==> src/rtl/toilet_dose_sequencer.sv <==
// Inlet dosing sequencer: doses each active reagent channel in ascending order,
// each followed by a closed-valve settle gap, then runs the mixer and a residency hold.
module toilet_dose_sequencer #(
    parameter int N_CH       = 3,
    parameter int CNT_W      = 16,
    parameter int SETTLE_CYC = 4,
    localparam int CH_W      = (N_CH > 1) ? $clog2(N_CH) : 1
) (
    input  logic                    clk,
    input  logic                    rst_n,
    input  logic                    start,
    input  logic                    abort,
    input  logic [N_CH-1:0]         ch_en,
    input  logic [N_CH*CNT_W-1:0]   dwell_cfg,
    input  logic [CNT_W-1:0]        mix_cfg,
    input  logic [CNT_W-1:0]        hold_cfg,
    output logic [N_CH-1:0]         valve_open,
    output logic                    mix_pump,
    output logic [CH_W-1:0]         cur_ch,
    output logic                    busy,
    output logic                    done,
    output logic                    err
);

    typedef enum logic [2:0] {
        S_IDLE, S_DOSE, S_SETTLE, S_MIX, S_HOLD, S_DONE
    } state_t;

    localparam logic [CNT_W-1:0] ONE        = CNT_W'(1);
    localparam logic [CNT_W-1:0] SETTLE_TOP = CNT_W'(SETTLE_CYC - 1);

    state_t                      state, state_d;
    logic [CNT_W-1:0]            cnt, cnt_d;
    logic [CH_W-1:0]             ch_d;
    logic                        err_q, err_d;
    logic                        accept;

    logic [N_CH-1:0][CNT_W-1:0]  dwell_in, dwell_q;
    logic [N_CH-1:0]             act_in, act_q;
    logic [CNT_W-1:0]            mix_q, hold_q;

    logic                        first_found, nxt_found;
    logic [CH_W-1:0]             first_ch, nxt_ch;

    assign dwell_in = dwell_cfg;

    // A channel with a zero dwell is treated exactly like a disabled one.
    always_comb begin
        for (int i = 0; i < N_CH; i++) begin
            act_in[i] = ch_en[i] && (dwell_in[i] != '0);
        end
    end

    always_comb begin
        first_found = 1'b0;
        first_ch    = '0;
        for (int i = N_CH - 1; i >= 0; i--) begin
            if (act_in[i]) begin
                first_found = 1'b1;
                first_ch    = CH_W'(i);
            end
        end
    end

    always_comb begin
        nxt_found = 1'b0;
        nxt_ch    = '0;
        for (int i = N_CH - 1; i >= 0; i--) begin
            if (act_q[i] && (i > int'(cur_ch))) begin
                nxt_found = 1'b1;
                nxt_ch    = CH_W'(i);
            end
        end
    end

    always_ff @(posedge clk or negedge rst_n) begin
        if (!rst_n) begin
            dwell_q <= '0;
            act_q   <= '0;
            mix_q   <= '0;
            hold_q  <= '0;
        end else if (accept) begin
            dwell_q <= dwell_in;
            act_q   <= act_in;
            mix_q   <= mix_cfg;
            hold_q  <= hold_cfg;
        end
    end

    always_ff @(posedge clk or negedge rst_n) begin
        if (!rst_n) begin
            state  <= S_IDLE;
            cnt    <= '0;
            cur_ch <= '0;
            err_q  <= 1'b0;
        end else begin
            state  <= state_d;
            cnt    <= cnt_d;
            cur_ch <= ch_d;
            err_q  <= err_d;
        end
    end

    // Counters hold (cycles-1) so a full-scale count never needs an extra bit.
    always_comb begin
        state_d = state;
        cnt_d   = cnt;
        ch_d    = cur_ch;
        err_d   = 1'b0;
        accept  = 1'b0;
        if (abort) begin
            if (state != S_IDLE) begin
                state_d = S_IDLE;
                cnt_d   = '0;
                ch_d    = '0;
                err_d   = 1'b1;
            end
        end else begin
            case (state)
                S_IDLE: begin
                    if (start) begin
                        accept = 1'b1;
                        if (first_found) begin
                            state_d = S_DOSE;
                            ch_d    = first_ch;
                            cnt_d   = dwell_in[first_ch] - ONE;
                        end else begin
                            err_d = 1'b1;
                        end
                    end
                end
                S_DOSE: begin
                    if (cnt == '0) begin
                        state_d = S_SETTLE;
                        cnt_d   = SETTLE_TOP;
                    end else begin
                        cnt_d = cnt - ONE;
                    end
                end
                S_SETTLE: begin
                    if (cnt != '0) begin
                        cnt_d = cnt - ONE;
                    end else if (nxt_found) begin
                        state_d = S_DOSE;
                        ch_d    = nxt_ch;
                        cnt_d   = dwell_q[nxt_ch] - ONE;
                    end else if (mix_q != '0) begin
                        state_d = S_MIX;
                        cnt_d   = mix_q - ONE;
                    end else if (hold_q != '0) begin
                        state_d = S_HOLD;
                        cnt_d   = hold_q - ONE;
                    end else begin
                        state_d = S_DONE;
                    end
                end
                S_MIX: begin
                    if (cnt != '0) begin
                        cnt_d = cnt - ONE;
                    end else if (hold_q != '0) begin
                        state_d = S_HOLD;
                        cnt_d   = hold_q - ONE;
                    end else begin
                        state_d = S_DONE;
                    end
                end
                S_HOLD: begin
                    if (cnt != '0) begin
                        cnt_d = cnt - ONE;
                    end else begin
                        state_d = S_DONE;
                    end
                end
                S_DONE: begin
                    state_d = S_IDLE;
                    ch_d    = '0;
                end
                default: begin
                    state_d = S_IDLE;
                    cnt_d   = '0;
                    ch_d    = '0;
                end
            endcase
        end
    end

    // Drives decode straight from state so the async reset closes valves at once.
    assign valve_open = (state == S_DOSE) ? (N_CH'(1) << cur_ch) : '0;
    assign mix_pump   = (state == S_MIX);
    assign busy       = (state != S_IDLE);
    assign done       = (state == S_DONE) && !abort;
    assign err        = err_q;

endmodule

==> config.mk <==
export PLATFORM = sky130hd
export DESIGN_NAME = toilet_dose_sequencer
export DESIGN_NICKNAME = d
export VERILOG_FILES = /design/src/rtl/toilet_dose_sequencer.sv
export SDC_FILE = /design/constraint.sdc
export NUM_CORES = 1
export LEC_CHECK = 0
export CORE_MARGIN = 2
export CORE_UTILIZATION = 38
export CTS_CLUSTER_SIZE = 30
export DETAILED_ROUTE_END_ITERATION = 12
export PLACE_DENSITY = 0.58
export SYNTH_ARGS = -nofsm -noshare
export SYNTH_HDL_FRONTEND = slang
export SYNTH_SLANG_ARGS = --single-unit
==> constraint.sdc <==
create_clock -name clk -period 9.8 [get_ports clk]
set_input_delay 0.98 -clock clk [delete_from_list [all_inputs] [get_ports clk]]
set_output_delay 0.98 -clock clk [all_outputs]
set_load 0.1 [all_outputs]
After elaboration in Yosys (flattened, before gate mapping)

Index checks and enable logic that the tools add are counted.
Widths: inputs -> output; s select.

Memory bits (read-only): 0
Register bits: 105
Memories: 0
RAM bits: 0
Output and inout bits: 9
Bits in latches: 0

Multiplexer cells: 54
Shift operators: 1
Divide/modulo/power cells: 0
Reduce and logical (&&, ||, !) cells: 20
Order comparisons: 4
$mul: 0
Equality and inequality tests: 16
$add $sub $neg: 5
Bitwise logic cells: 0

Operators with widths:

| cell                  | count |
|---|---|
| $mux 16               | 13 |
| $pmux 16 s6           | 1 |
| $reduce_bool 16->1    | 6 |
| $sub 16x1->16 const B | 5 |
| $bmux 16 s2           | 2 |
| $mux 3                | 11 |
| $ne 3x3->1 const B    | 8 |
| $mux 2                | 11 |
| $logic_not 16->1      | 1 |
| $pmux 3 s5            | 1 |
| $mux 1                | 14 |
| $reduce_and 7->1      | 1 |
| $eq 3x2->1 const B    | 2 |
| $eq 3x3->1 const B    | 2 |
| $logic_and 1x1->1     | 6 |
| $lt 2x3->1 const B    | 2 |
| $pmux 2 s3            | 1 |
| $reduce_and 6->1      | 1 |
| $reduce_and 5->1      | 1 |
| $ne 2x1->1 const B    | 2 |
| $eq 3x1->1 const B    | 1 |
| $logic_not 3->1       | 1 |
| $reduce_bool 3->1     | 1 |
| $reduce_or 3->1       | 1 |
| 5 further kinds       | 5 |

Longest topological paths before layout

Gate-level depths: netlist of run 1.

Word-level depth: 12
Depth in mapped cells: 13
Gate-level depth less buffers: 11

Least setup slack after synthesis of run 1

OpenSTA, ideal clock, no wires.

Kind: flip-flop to output port
From: register cur_ch[1]
To: output valve_open[2]
Data required time: 8820 ps
Cell stages (with the launch flop): 4
Path buffers: 1
Arrival time: 4381 ps
Setup slack: 4439 ps
Cells stage by stage: dfrtp_1 clkbuf_1 inv_1 nor4_1

Longest elaborated chain between the ends: 2

Ends and longest elaborated chain:

| what                   | RTL line | text |
|---|---|---|
| start, declared        | 19       | `output logic [CH_W-1:0] cur_ch,` |
| start signal, assigned | 99       | `cur_ch <= ch_d;` |
| $shl 1x2->3            | 188      | `assign valve_open = (state == S_DOSE) ? (N_CH'(1) << cur_ch) : '0;` |
| $mux 3                 | 188      |  |
| end, declared          | 17       | `output logic [N_CH-1:0] valve_open,` |

No other way between the ends.

Worst setup path after layout of run 1

From: input dwell_cfg[11]
To: register cnt[14]

Longest elaborated chain between the ends: 10

Ends and longest elaborated chain:

| what                          | RTL line | text |
|---|---|---|
| start, declared               | 14       | `input logic [N_CH*CNT_W-1:0] dwell_cfg,` |
| $reduce_bool 16->1            | 50       | `act_in[i] = ch_en[i] && (dwell_in[i] != '0);` |
| $logic_and 1x1->1             | 50       |  |
| $mux 2                        | 58       | `if (act_in[i]) begin` |
| $bmux 16 s2                   | 126      | `cnt_d = dwell_in[first_ch] - ONE;` |
| $mux 16 (implied by the code) | 126      |  |
| $sub 16x1->16                 | 126      |  |
| $mux 16                       | 123      | `if (first_found) begin` |
| $mux 16                       | 121      | `if (start) begin` |
| $pmux 16 s6                   | 119      | `case (state)` |
| $mux 16                       | 111      | `if (abort) begin` |
| end signal, assigned          | 98       | `cnt <= cnt_d;` |
| end, declared                 | 33       | `logic [CNT_W-1:0] cnt, cnt_d;` |

Several ways; a longest one is shown, not always the timed one. The select of a mux whose other input is x is not followed.
A chain may end at the register's enable or synchronous reset.

==> results.cfg, run 1 <==
[worst_setup_path]
timing.reg2reg.setup_slack_ns = 5.89
r2r-start = cnt[10]
worst_setup_ep_type = flip-flop
setup_crit_start = dwell_cfg[11]
endpoint = cnt[14]
worst_r2r_dst = cnt[6]
cp-start-kind = input port
worst_ep_arrival_time_ns = 5.28
cp.required_ns = 10.05
worst-r2r-cell-count = 9
worstPathMaxFanout = 16
setup_crit_path_kind = input port to flip-flop

[clock_network]
cts_sinks = 103
cts.root.buffer_cell = sky130_fd_sc_hd__clkbuf_16
postCtsSetupRepairBufs = 0
maximum_number_of_buffers_from_clock_root_to_sink = 2
cts_tree = yes
tritoncts.num_buffers = 9
clkTransAtPathRegs_ns = 0.08
cts.hold.buffers_added = 0
htree_levels = 3
worstSkewPairLatency_ns = 0.37
postCtsResizedCells = 0

[logic_synthesis]
synth_async_sr_flop_share = 1.00
synth_top_area_share = 0.348
mappedNetlistNets = 906
synthesis.instances = 814
synth-seq-area-share = 0.348
mappedNetlistArea_um2 = 7400
post_synth_num_cell_types = 77
synth.avg_cell_area_um2 = 9.09
yosys_most_used_dff = sky130_fd_sc_hd__dfrtp_1
synthTopCellsByArea = sky130_fd_sc_hd__dfrtp_1, sky130_fd_sc_hd__mux2_2, sky130_fd_sc_hd__nand2_1
yosys.area.top_type = sky130_fd_sc_hd__dfrtp_1
number_of_storage_elements_in_the_synthesis_netlist = 103
synthesis.yosys.warnings = 0
synth_enable_flop_cells = 0

[global_route]
grt_antenna_before_repair = 0
grt_start_max_net_pins = 56
first_global_vias = 6614
grt_pass1_wl_um = 39400
grt.total_usage = 0.253
globalRoute.totalOverflow = 0

[power_and_ir_drop]
portion_of_total_power_attributed_to_the_clock_network = 0.131
switchingPower_w = 0.00140
power.internal_w = 0.00146
p_sw_frac = 0.490
vdd_drop_max_mv = 0.141
power_w = 0.00286
combinational_cell_fraction_of_total_power = 0.564
power_density_nw_per_um2 = 321
fraction_of_power_consumed_by_sequential_logic = 0.305
p_leak_nw = 3.43

[timing]
fin_skew_ns = 0.0150
fmax_ghz = 0.199
slew_margin_rel = 0.284
min_period_ns = 5.03
pin_slew_with_the_least_headroom_to_its_limit_ns = 1.07
hold_violations = 0
hold-worst-slack_ns = 0.502
setup_violations = 0
fin_tns_setup_ns = 0
final_max_slew_viol_count = 0
min_period_over_period = 0.513
final.setup.worst_slack_ns = 4.77
rsz0062_at_grt = false

[floorplanning]
floorplan.initialDensity = 0.384
fp.dieArea_um2 = 20600
io_pins = 96
fp.coreArea_um2 = 19300
core.rowCount = 51
fp.dieH_um = 144
chipWidth_um = 144

[final_layout]
finalCoreUtilization = 0.463
antennaDiodeCount = 0
nNetsFinal = 981
drive_gt1_frac = 0.154
area_growth_synth_to_finish_pct = 20.5

[detailed_routing]
detail_route.iter0.violations = 706
detail_route.wl_per_cell_um = 21.7
vias = 6949
count_of_nets_left_with_antenna_violations_after_detail_routing = 0
drc = 0
avgViaCountPerCell = 6.00
routed_wire_length_um = 25200
drt_pass1_iterations = 5

[place]
gp_congestion = 0.969
io_buffer_count = 95
pre_cts_ws_ns = 4.42
detailedPlacementHpwl_um = 19200

[flow_run]
max-cap-violations = 0

[hold_path]
worstHoldPathType = flip-flop to flip-flop

[run_status]
outcome = complete, no violations
## cell families (layout without fill, tap and decap cells)
family / after synthesis / after routing / share of synthesized area
simple gates: 297 / 297 / 0.210
compound gates: 198 / 198 / 0.191
flops: 103 / 103 / 0.348
mux: 99 / 99 / 0.147
buf+inv: 61 / 141 / 0.0340
xor+xnor: 51 / 51 / 0.0603
fa+ha+maj: 5 / 5 / 0.00845
## cell type report
cell class	count	area [um2]
Clock buffer	10	239
Clock inverter	6	60.1
Fill cell	1905	10400
Inverter	19	71.3
Multi-Input combinational cell	650	4610
Sequential cell	103	2580
Tap cell	265	332
Timing Repair Buffer	106	1030
## flip-flops by register name, indices dropped and copies added, names as in the netlist
name	cells
dwell_q	47
cnt	16
hold_q	16
mix_q	16
state	3
act_q	2
cur_ch	2
err	1
## cells in the mapped netlist (10+ instances only)
| master | n |
|---|---|
| sky130_fd_sc_hd__a21oi_1 | 36 |
| sky130_fd_sc_hd__a31oi_1 | 10 |
| sky130_fd_sc_hd__clkbuf_1 | 35 |
| sky130_fd_sc_hd__dfrtp_1 | 103 |
| sky130_fd_sc_hd__inv_1 | 19 |
| sky130_fd_sc_hd__mux2_2 | 79 |
| sky130_fd_sc_hd__mux2i_1 | 20 |
| sky130_fd_sc_hd__nand2_1 | 78 |
| sky130_fd_sc_hd__nand3_1 | 22 |
| sky130_fd_sc_hd__nor2_1 | 64 |
| sky130_fd_sc_hd__nor3_1 | 25 |
| sky130_fd_sc_hd__nor4_1 | 23 |
| sky130_fd_sc_hd__o211ai_1 | 12 |
| sky130_fd_sc_hd__o21ai_0 | 41 |
| sky130_fd_sc_hd__or4_1 | 12 |
| sky130_fd_sc_hd__xnor2_1 | 31 |
| sky130_fd_sc_hd__xor2_1 | 20 |
## worst max-delay path, cell delays in order
cell and delay (ns):
sky130_fd_sc_hd__clkdlybuf4s50_1 0.44, sky130_fd_sc_hd__or4_4 0.60, sky130_fd_sc_hd__o41ai_4 0.79, sky130_fd_sc_hd__o21ai_2 0.42
sky130_fd_sc_hd__a222oi_1 0.75, sky130_fd_sc_hd__ha_1 0.31, sky130_fd_sc_hd__and2_1 0.18, sky130_fd_sc_hd__and4_4 0.27
sky130_fd_sc_hd__nand3_1 0.10, sky130_fd_sc_hd__xnor2_1 0.15, sky130_fd_sc_hd__a221o_1 0.29
## metal layers
| layer | track usage | vias up | share of wire |
|---|---|---|---|
| met2 | 0.403 | 320 | 0.46 |
| met4 | 0.0903 | 0 | 0.030 |
| met1 | 0.350 | 3369 | 0.44 |
| met5 | 0 | - | 0 |
| met3 | 0.0360 | 40 | 0.072 |
| li1 | - | 3220 | - |
## how the worst min path moves through the flow
stage	from	end	slack, ns	depth (start not counted)
final	dwell_q[33]	dwell_q[33]	0.50	1
after global routing	dwell_q[37]	dwell_q[37]	0.51	1
after CTS	dwell_q[34]	dwell_q[34]	0.51	1
after detailed placement	dwell_q[34]	dwell_q[34]	0.49	1
after global placement	dwell_q[33]	dwell_q[33]	0.48	1
after floorplan	dwell_q[2]	dwell_q[2]	0.47	1
## power groups by stage
stage | Clock [W] | Sequential [W] | Combinational (W)
2_1_floorplan | 0 | 0.000802 | 0.00114
3_3_place_gp | 0 | 0.000875 | 0.00159
3_5_place_dp | 0 | 0.000876 | 0.00159
4_1_cts | 0.000384 | 0.000869 | 0.00160
5_1_grt | 0.000397 | 0.000907 | 0.00175
6_report | 0.000374 | 0.000873 | 0.00162
## cell usage in the layout, fill, tap and decap left out, drive strengths merged, types with 16 or more instances in the layout
cell and instances:
dfrtp 103, clkdlybuf4s50 94, mux2 79, nand2 78
nor2 64, o21ai 45, a21oi 37, xnor2 31
nor3 26, nor4 23, inv 23, nand3 22
mux2i 20, xor2 20, or4 16
## per-stage QoR
stage / instances / instance area [um2]
3_5_place_dp: 1143 / 8620
2_1_floorplan: 814 / 7400
3_3_place_gp: 1143 / 8620
4_1_cts: 1159 / 8920
6_report: 1159 / 8920
5_1_grt: 1159 / 8920
No activity file was read; power rests on OpenSTA's default activity.
==> inputs of run 2 (changes only) <==
==> constraint.sdc (replaced) <==
create_clock -name clk -period 5.3 [get_ports clk]
set_input_delay 0.53 -clock clk [delete_from_list [all_inputs] [get_ports clk]]
set_output_delay 0.53 -clock clk [all_outputs]
set_load 0.1 [all_outputs]
==> results.cfg, run 2 (synthesis results as in run 1) <==
[run_status]
outcome = complete, no violations

[final_layout]
area_growth_synth_to_finish_pct = 21.0
top_register = dwell_q
mostFrequentLayoutCell = sky130_fd_sc_hd__dfrtp_1
finalCoreUtilization = 0.465
number_of_flip_flops_under_the_largest_register_name = 47
drive_gt1_frac = 0.156
nNetsFinal = 985
antennaDiodeCount = 0
most-common-layout-cells = sky130_fd_sc_hd__dfrtp_1, sky130_fd_sc_hd__clkdlybuf4s50_1, sky130_fd_sc_hd__mux2_2, sky130_fd_sc_hd__nand2_1, sky130_fd_sc_hd__nor2_1

[floorplanning]
fp.dieH_um = 144
core.rowCount = 51
fp.dieArea_um2 = 20600
fp.coreArea_um2 = 19300
floorplan.initialDensity = 0.384
chipWidth_um = 144
io_pins = 96

[power_and_ir_drop]
power_w = 0.00535
vdd_drop_max_mv = 0.267
power_density_nw_per_um2 = 597
p_leak_nw = 3.46

[detailed_routing]
detail_route.iter0.violations = 767
detail_route.wl_per_cell_um = 21.7
avgViaCountPerCell = 6.06
drt_pass1_iterations = 8
routed_wire_length_um = 25300
vias = 7053
count_of_nets_left_with_antenna_violations_after_detail_routing = 0
drc = 0

[worst_setup_path]
setup_crit_start = dwell_cfg[32]
worst-r2r-cell-count = 12
cp-start-kind = input port
setup_crit_path_kind = input port to flip-flop
timing.reg2reg.setup_slack_ns = 1.48
worstPathMaxFanout = 8
r2r-start = cur_ch[0]
worst_setup_ep_type = flip-flop
cp.required_ns = 5.52
worst_ep_arrival_time_ns = 4.48
endpoint = cnt[15]
worst_r2r_dst = cnt[14]

[timing]
min_period_over_period = 0.803
hold_violations = 0
fin_tns_setup_ns = 0
fmax_ghz = 0.235
fin_skew_ns = 0.0115
hold-worst-slack_ns = 0.303
pin_slew_with_the_least_headroom_to_its_limit_ns = 1.06
slew_margin_rel = 0.292
rsz0062_at_grt = false
setup_violations = 0
min_period_ns = 4.26
final_max_slew_viol_count = 0

[global_route]
globalRoute.totalOverflow = 0
first_global_vias = 6877
grt.total_usage = 0.251
grt_start_max_net_pins = 73
grt_antenna_before_repair = 0
grt_pass1_wl_um = 39400

[place]
io_buffer_count = 95
gp_congestion = 1.00
detailedPlacementHpwl_um = 19300

[clock_network]
maximum_number_of_buffers_from_clock_root_to_sink = 2
postCtsResizedCells = 0
worstSkewPairLatency_ns = 0.37
postCtsSetupRepairBufs = 0
cts.root.buffer_cell = sky130_fd_sc_hd__clkbuf_16
tritoncts.num_buffers = 9
cts_tree = yes
clkTransAtPathRegs_ns = 0.08
htree_levels = 3
cts_sinks = 103
cts.hold.buffers_added = 0

[hold_path]
worstHoldPathType = input port to asynchronous set/reset pin

[flow_run]
max-cap-violations = 0
run 2: layout make-up:
class / instances / area [um2]
timing repair buffer: 110 / 1060
inverter: 19 / 71.3
tap: 265 / 332
fill: 1919 / 10300
clock inverter: 6 / 86.3
sequential: 103 / 2580
clock buffer: 10 / 229
multi-input combinational: 650 / 4600
run 2: power breakdown:
part / switching (W) / internal, W / total (W) / leakage (nW)
sequential: 0.000459 / 0.00116 / 0.00162 / 1.25
combinational: 0.00180 / 0.00120 / 0.00300 / 2.05
clock: 0.000350 / 0.000382 / 0.000732 / 0.154
run 2: worst max-delay path, stage by stage:
cell and delay [ns]:
sky130_fd_sc_hd__clkdlybuf4s50_1 0.46, sky130_fd_sc_hd__or4_1 0.63, sky130_fd_sc_hd__o41ai_4 0.49, sky130_fd_sc_hd__nor2_1 0.23, sky130_fd_sc_hd__buf_4 0.23, sky130_fd_sc_hd__a222oi_1 0.70
sky130_fd_sc_hd__and4_1 0.38, sky130_fd_sc_hd__and2_1 0.23, sky130_fd_sc_hd__nand2_1 0.07, sky130_fd_sc_hd__o311ai_1 0.36, sky130_fd_sc_hd__o211ai_1 0.15
run 2: metal layers:
layer	track usage	part of all wire
met3	0.0343	0.069
met4	0.0965	0.033
met1	0.347	0.44
met5	0	0
met2	0.398	0.46
run 2: worst min path at each step:
stage                     start     endpoint  cells after the start
global placement    dwell_q[37]  dwell_q[37]                      1
detailed placement  dwell_q[33]  dwell_q[33]                      1
floorplan                 rst_n     act_q[1]                      0
global route              rst_n   hold_q[10]                      1
CTS                       rst_n    hold_q[7]                      1
finish                    rst_n   hold_q[10]                      1
run 2: per-stage QoR:
step	instances	instance area, um2	setup slack (ns)
finish	1163	8960	1.04
global route	1163	8960	0.905
CTS	1163	8960	1.18
detailed placement	1147	8640	0.802
global placement	1147	8640	0.812
floorplan	814	7400	0.389
